<file path="config.mk">
export PLATFORM = sky130hd
export DESIGN_NAME = alu_multicycle_exec
export DESIGN_NICKNAME = d
export VERILOG_FILES = /design/src/rtl/alu_pkg.sv /design/src/rtl/alu_muldiv_core.sv /design/src/rtl/alu_multicycle_exec.sv
export SDC_FILE = /design/constraint.sdc
export NUM_CORES = 1
export LEC_CHECK = 0
export ABC_AREA = 1
export CAP_MARGIN = 15
export CORE_ASPECT_RATIO = 0.6
export CORE_MARGIN = 2
export CORE_UTILIZATION = 40
export CTS_CLUSTER_DIAMETER = 30
export CTS_CLUSTER_SIZE = 10
export DETAILED_ROUTE_END_ITERATION = 7
export SYNTH_ARGS = -nofsm -noshare
export SYNTH_HDL_FRONTEND = slang
export SYNTH_SLANG_ARGS = --single-unit
</file>
<file path="constraint.sdc">
create_clock -name clk -period 10.5 [get_ports clk]
set_input_delay 2.625 -clock clk [delete_from_list [all_inputs] [get_ports clk]]
set_output_delay 2.625 -clock clk [all_outputs]
set_load 0.02 [all_outputs]
</file>
<file path="src/rtl/alu_pkg.sv">
// Shared op codes and FSM state encoding for the multi-cycle execute stage.
package alu_pkg;

  localparam logic [3:0] ALU_AND = 4'b0000;
  localparam logic [3:0] ALU_OR  = 4'b0001;
  localparam logic [3:0] ALU_ADD = 4'b0010;
  localparam logic [3:0] ALU_NOP = 4'b0100;
  localparam logic [3:0] ALU_SUB = 4'b0110;
  localparam logic [3:0] ALU_MUL = 4'b1000;
  localparam logic [3:0] ALU_DIV = 4'b1001;
  localparam logic [3:0] ALU_XOR = 4'b1010;
  localparam logic [3:0] ALU_SLL = 4'b1100;
  localparam logic [3:0] ALU_SRL = 4'b1101;

  typedef enum logic [1:0] {
    StIdle,
    StMul,
    StDiv,
    StDone
  } alu_state_e;

endpackage

</file>
<file path="src/rtl/alu_muldiv_core.sv">
// Iterative unsigned shift-add multiplier / restoring divider, one bit per cycle.
// lo_o/hi_o present the result of the iteration taking place at the coming edge.
module alu_muldiv_core #(
  parameter int unsigned Width = 32
) (
  input  logic             clk,
  input  logic             rst,
  input  logic             start_i,
  input  logic             is_div_i,
  input  logic [Width-1:0] a_i,
  input  logic [Width-1:0] b_i,
  output logic [Width-1:0] lo_o,
  output logic [Width-1:0] hi_o,
  output logic             last_iter_o
);

  localparam int unsigned CntW = $clog2(Width);

  logic [Width-1:0] hi_q, hi_d, lo_q, lo_d, opnd_q, opnd_d;
  logic             is_div_q, is_div_d, active_q, active_d;
  logic [CntW-1:0]  cnt_q, cnt_d;

  logic [Width:0]   mul_sum;
  logic [Width:0]   div_shifted;
  logic [Width-1:0] div_trial;
  logic             div_fits;
  logic [Width-1:0] hi_step, lo_step;
  logic             last_iter;

  always_comb begin
    // Multiply: {hi, lo} is the partial product with the multiplier in lo, shifting right.
    mul_sum = {1'b0, hi_q} + {1'b0, (lo_q[0] ? opnd_q : '0)};
    // Divide: {hi, lo} is remainder:dividend, shifting left; quotient bits enter lo.
    div_shifted = {hi_q, lo_q[Width-1]};
    div_fits    = div_shifted >= {1'b0, opnd_q};
    div_trial   = div_shifted[Width-1:0] - opnd_q;
    if (is_div_q) begin
      hi_step = div_fits ? div_trial : div_shifted[Width-1:0];
      lo_step = {lo_q[Width-2:0], div_fits};
    end else begin
      hi_step = mul_sum[Width:1];
      lo_step = {mul_sum[0], lo_q[Width-1:1]};
    end
  end

  assign last_iter = active_q && (cnt_q == CntW'(Width - 1));

  always_comb begin
    hi_d     = hi_q;
    lo_d     = lo_q;
    opnd_d   = opnd_q;
    is_div_d = is_div_q;
    active_d = active_q;
    cnt_d    = cnt_q;
    if (start_i) begin
      hi_d     = '0;
      lo_d     = a_i;
      opnd_d   = b_i;
      is_div_d = is_div_i;
      active_d = 1'b1;
      cnt_d    = '0;
    end else if (active_q) begin
      hi_d  = hi_step;
      lo_d  = lo_step;
      cnt_d = cnt_q + 1'b1;
      if (last_iter) active_d = 1'b0;
    end
  end

  always_ff @(posedge clk or posedge rst) begin
    if (rst) begin
      hi_q     <= '0;
      lo_q     <= '0;
      opnd_q   <= '0;
      is_div_q <= 1'b0;
      active_q <= 1'b0;
      cnt_q    <= '0;
    end else begin
      hi_q     <= hi_d;
      lo_q     <= lo_d;
      opnd_q   <= opnd_d;
      is_div_q <= is_div_d;
      active_q <= active_d;
      cnt_q    <= cnt_d;
    end
  end

  assign lo_o        = lo_step;
  assign hi_o        = hi_step;
  assign last_iter_o = last_iter;

endmodule

</file>
<file path="src/rtl/alu_multicycle_exec.sv">
// Execute stage: single-cycle ALU ops plus iterative mult/div behind a start/busy/done handshake.
module alu_multicycle_exec
  import alu_pkg::*;
#(
  parameter int unsigned WIDTH = 32,
  parameter int unsigned SHW   = 5
) (
  input  logic             clk,
  input  logic             rst,
  input  logic             alu_start,
  input  logic [3:0]       alu_op,
  input  logic [WIDTH-1:0] alu_a,
  input  logic [WIDTH-1:0] alu_b,
  input  logic [SHW-1:0]   alu_shamt,
  output logic [WIDTH-1:0] alu_result,
  output logic [WIDTH-1:0] alu_hi,
  output logic             alu_zero,
  output logic             alu_busy,
  output logic             alu_done
);

  alu_state_e       state_q, state_d;
  logic [WIDTH-1:0] result_q, result_d, hi_q, hi_d;
  logic             zero_q, zero_d, done_q, done_d;
  logic [WIDTH-1:0] simple_res;
  logic             core_start;
  logic [WIDTH-1:0] core_lo, core_hi;
  logic             core_last;

  always_comb begin
    case (alu_op)
      ALU_AND: simple_res = alu_a & alu_b;
      ALU_OR:  simple_res = alu_a | alu_b;
      ALU_ADD: simple_res = alu_a + alu_b;
      ALU_SUB: simple_res = alu_a - alu_b;
      ALU_XOR: simple_res = alu_a ^ alu_b;
      ALU_SLL: simple_res = alu_b << alu_shamt;
      ALU_SRL: simple_res = alu_b >> alu_shamt;
      default: simple_res = '0;
    endcase
  end

  always_comb begin
    state_d    = state_q;
    result_d   = result_q;
    hi_d       = hi_q;
    zero_d     = zero_q;
    done_d     = 1'b0;
    core_start = 1'b0;
    unique case (state_q)
      StIdle: begin
        if (alu_start) begin
          if (alu_op == ALU_MUL) begin
            core_start = 1'b1;
            state_d    = StMul;
          end else if (alu_op == ALU_DIV) begin
            if (alu_b == '0) begin
              result_d = '1;
              hi_d     = alu_a;
              done_d   = 1'b1;
            end else begin
              core_start = 1'b1;
              state_d    = StDiv;
            end
          end else begin
            result_d = simple_res;
            hi_d     = '0;
            done_d   = 1'b1;
          end
        end
      end
      StMul, StDiv: begin
        if (core_last) begin
          result_d = core_lo;
          hi_d     = core_hi;
          done_d   = 1'b1;
          state_d  = StDone;
        end
      end
      StDone: state_d = StIdle;
      default: state_d = StIdle;
    endcase
    if (done_d) zero_d = (result_d == '0);
  end

  always_ff @(posedge clk or posedge rst) begin
    if (rst) begin
      state_q  <= StIdle;
      result_q <= '0;
      hi_q     <= '0;
      zero_q   <= 1'b1;
      done_q   <= 1'b0;
    end else begin
      state_q  <= state_d;
      result_q <= result_d;
      hi_q     <= hi_d;
      zero_q   <= zero_d;
      done_q   <= done_d;
    end
  end

  alu_muldiv_core #(
    .Width(WIDTH)
  ) u_core (
    .clk        (clk),
    .rst        (rst),
    .start_i    (core_start),
    .is_div_i   (alu_op == ALU_DIV),
    .a_i        (alu_a),
    .b_i        (alu_b),
    .lo_o       (core_lo),
    .hi_o       (core_hi),
    .last_iter_o(core_last)
  );

  assign alu_result = result_q;
  assign alu_hi     = hi_q;
  assign alu_zero   = zero_q;
  assign alu_done   = done_q;
  assign alu_busy   = (state_q == StMul) || (state_q == StDiv);

endmodule
</file>
==> summary.md <==
| Metric | Value |
|---|---|
| Outcome | `finished, violations left` |
| Failing checks | `design-rule violations` |
| Hold Vio Cnt, Final | `0` |
| Hold EP | `alu_zero` |
| Critical Path RT | `10920 ps` |
| Hold wc startpoint | `alu_zero` |
| Via-to-Cell Ratio | `5.82` |
| R2R Path End | `alu_hi[29]` |
| Critical Path End Type | `flop` |
| Sink Count | `171` |
| CTS max path bufs | `2` |
| R2R cell count | `16` |
| Synth area leader | `dfrtp_1` |
| Multi-input gate area | `14200 um^2` |
| Relative slew slack | `21.8%` |
| Max-slew violation count | `0` |
| DRC | `2` |
| Drt total wl | `102000 um` |
| Max Clock Freq | `0.131 GHz` |
| Top FF cell, synth | `dfrtp_1` |
| Clock skew | `11.6 ps` |
| Share of layout cells above drive strength 1 | `3.27%` |
| Cell count after synthesis | `3564` |
| Final ANT Viol Nets | `0` |
| First-pass GRT wire length | `148000 um` |
| Largest net degree at the start of global routing | `117` |
| Top layer reached by signal wires | `met5` |
| Most frequent cells after synthesis | `nand2_1 (1095), inv_1 (485), nand3_1 (473)` |
| Synth cell types | `54` |
| Worst path max stage delay | `560 ps` |
| Gp weighted congestion | `1.04` |
| Die Area | `54800 um^2` |
| Via count | `25100` |
| Drt first pass iters | `8` |
| Number of global-route vias before repair | `21700` |
| WL per Instance | `23.7 um` |
| RSZ-0062 raised after global routing | `false` |
| Ports | `143` |
| Die Ht | `182 um` |
| Worst-path clk slew | `70 ps` |
| Power Density | `298 nW/um^2` |
| Worst slew pin tran | `1170 ps` |
| HP Class | `reg -> reg` |
| Count of flip-flops with a built-in enable after synthesis | `0` |
| CTS H-tree depth | `4` |
| GR Util All Layers | `36.5%` |
| GR Overflow Total | `0` |
| Most Frequent Cell on Critical Path | `nand2_1` |
| Final worst-path cycle share | `72.6%` |
| Final TNS setup | `0 ps` |
| Slowest CP cell | `clkdlybuf4s50_1` |
| Synth Area per Inst | `5.94 um^2` |
| Max Cap Viol | `0` |
| Core ar. | `52400 um^2` |
| Site row count | `65` |
| Count leader, synth | `nand2_1` |
| Worst Path Max Fanout | `26` |
| Initial DRC count | `4210` |
| Setup violations, final | `0` |
| Register area | `4280 um^2` |
| Crit path DAT | `8050 ps` |
| TritonCTS clock tree | `done` |
| Syn-to-layout area delta | `11.4%` |
| #FFs+latches synth | `171` |
| Antenna violations before repair | `4` |
| Buffers on Ports | `142` |
| Synth top area cells | `dfrtp_1 (20%), nand2_1 (19%), nand3_1 (11%)` |
| CP startpoint kind | `input port` |
| Syn_nets | `3808` |
| Crit path time final | `7630 ps` |
| Worst R2R Start | `u_core.lo_q[0]` |
| Total CTS buffers | `17` |
| Leak Pwr | `0.0122 uW` |
| Register area share after synthesis | `20.2%` |
| Met1 WL | `48300 um` |
| Mapped cell area | `21200 um^2` |
| Setup Buffers After CTS | `0` |
| Final #Nets | `3843` |
| R2R Setup Slk | `6180 ps` |
| Insertion delay to the later sink of the worst-skew pair | `470 ps` |
| CTS Root Cell | `clkbuf_16` |
| Ys Warns | `0` |
| Wire length on met2 | `35300 um` |
| Dpl cell area | `23000 um^2` |
| Crit path kind | `in -> reg` |
| Die width | `301 um` |
| Filler cells | `5751` |
| Synth top area share | `20.1%` |
| DP Wirelength | `80900 um` |
| Initial core utilization | `40.4%` |
| Peak VDD IR | `173 uV` |
| Number of gates resized after CTS | `0` |
| Cell depth of the worst hold path | `2` |
| Routed wl met3 | `17000 um` |
| Ys async rst share | `100%` |
| Final instance area | `23600 um^2` |
| Hold buffers post-CTS | `0` |
==> per-layer routing <==
metal / vias to the layer above / track usage, %
met5: - / 1.23
met4: 4 / 5.31
met3: 89 / 16.8
met2: 1625 / 43.1
met1: 11700 / 58.0
li1: 11700 / -
==> stage by stage <==
stage          std cells  hold WS (ps)  setup slack, ps  utilization (%)  total power [uW]
6_report            4318           476             2870             45.0              7010
5_1_grt             4315           501             2500             45.0              7540
4_1_cts             4315           480             3230             45.0              6830
3_5_place_dp        4283           466             2740             43.8              6130
3_3_place_gp        4283           467             2760             43.8              6140
2_1_floorplan       3564           468             3240                -              4520
==> sequential cells by signal (all words and copies together), names as in the netlist <==
signal / count
u_core.opnd_q: 32
u_core.lo_q: 32
alu_hi: 32
u_core.active_q: 1
u_core.cnt_q: 5
u_core.hi_q: 32
alu_zero: 1
alu_done: 1
state_q: 2
alu_result: 32
u_core.is_div_q: 1
==> worst max-delay path by stage <==
stage	endpoint	start	cells after the start
after floorplan	alu_done	rst	1
after global placement	alu_zero	alu_op[0]	32
after CTS	u_core.lo_q[27]	alu_b[25]	15
after detailed placement	u_core.lo_q[27]	alu_b[25]	15
after global routing	alu_zero	alu_b[0]	33
final	alu_zero	alu_op[0]	32
==> cell type report <==
type                            instances  area share (%)
Multi-Input combinational cell       2731            60.4
Antenna cell                            3          0.0319
Clock inverter                          8           0.462
Timing Repair Buffer                  176            7.08
Sequential cell                       171            18.2
Tap cell                              703            3.73
Inverter                              502            8.04
Clock buffer                           24            2.05
==> where the power goes <==
part	switching (uW)	leakage, uW	internal (uW)
Combinational	3450	0.00979	1630
Clock	301	0.000290	373
Sequential	262	0.00212	996
Total	4010	0.0122	3000
==> cell usage in the layout, fill, tap and decap left out, types with 9 or more instances in the layout <==
cell	n
nand2_1	1095
inv_1	483
nand3_1	472
nor2_1	234
o21ai_0	204
a21oi_1	181
dfrtp_1	169
ha_1	164
clkdlybuf4s50_1	140
xor2_1	46
nand4_1	36
a221oi_1	35
buf_4	34
o221ai_1	33
o211ai_1	30
o21ai_1	25
nor3_1	22
clkbuf_16	17
and2_1	16
inv_2	14
xnor2_1	12
o22ai_1	11
nand3b_1	10
a21o_1	9
a31oi_1	9
==> kinds of logic after synthesis <==
| group | after synthesis | share of synthesized area (%) |
|---|---|---|
| DFF | 171 | 20.2 |
| xor gates and xnor gates | 58 | 2.40 |
| adders and majority gates | 168 | 10.0 |
| AOI/OAI and AO/OA | 578 | 16.2 |
| and+or+nand+nor | 1927 | 38.5 |
| buffers and inverters | 662 | 12.6 |
==> critical path, delay by kind of cell <==
kind	cells	cell delay (ps)
AND/OR/NAND/NOR	23	3060
XOR/XNOR	1	180
buffers and inverters	7	1790
adder cells (fa/ha/maj)	1	370
No activity file was read; power rests on OpenSTA's default activity.
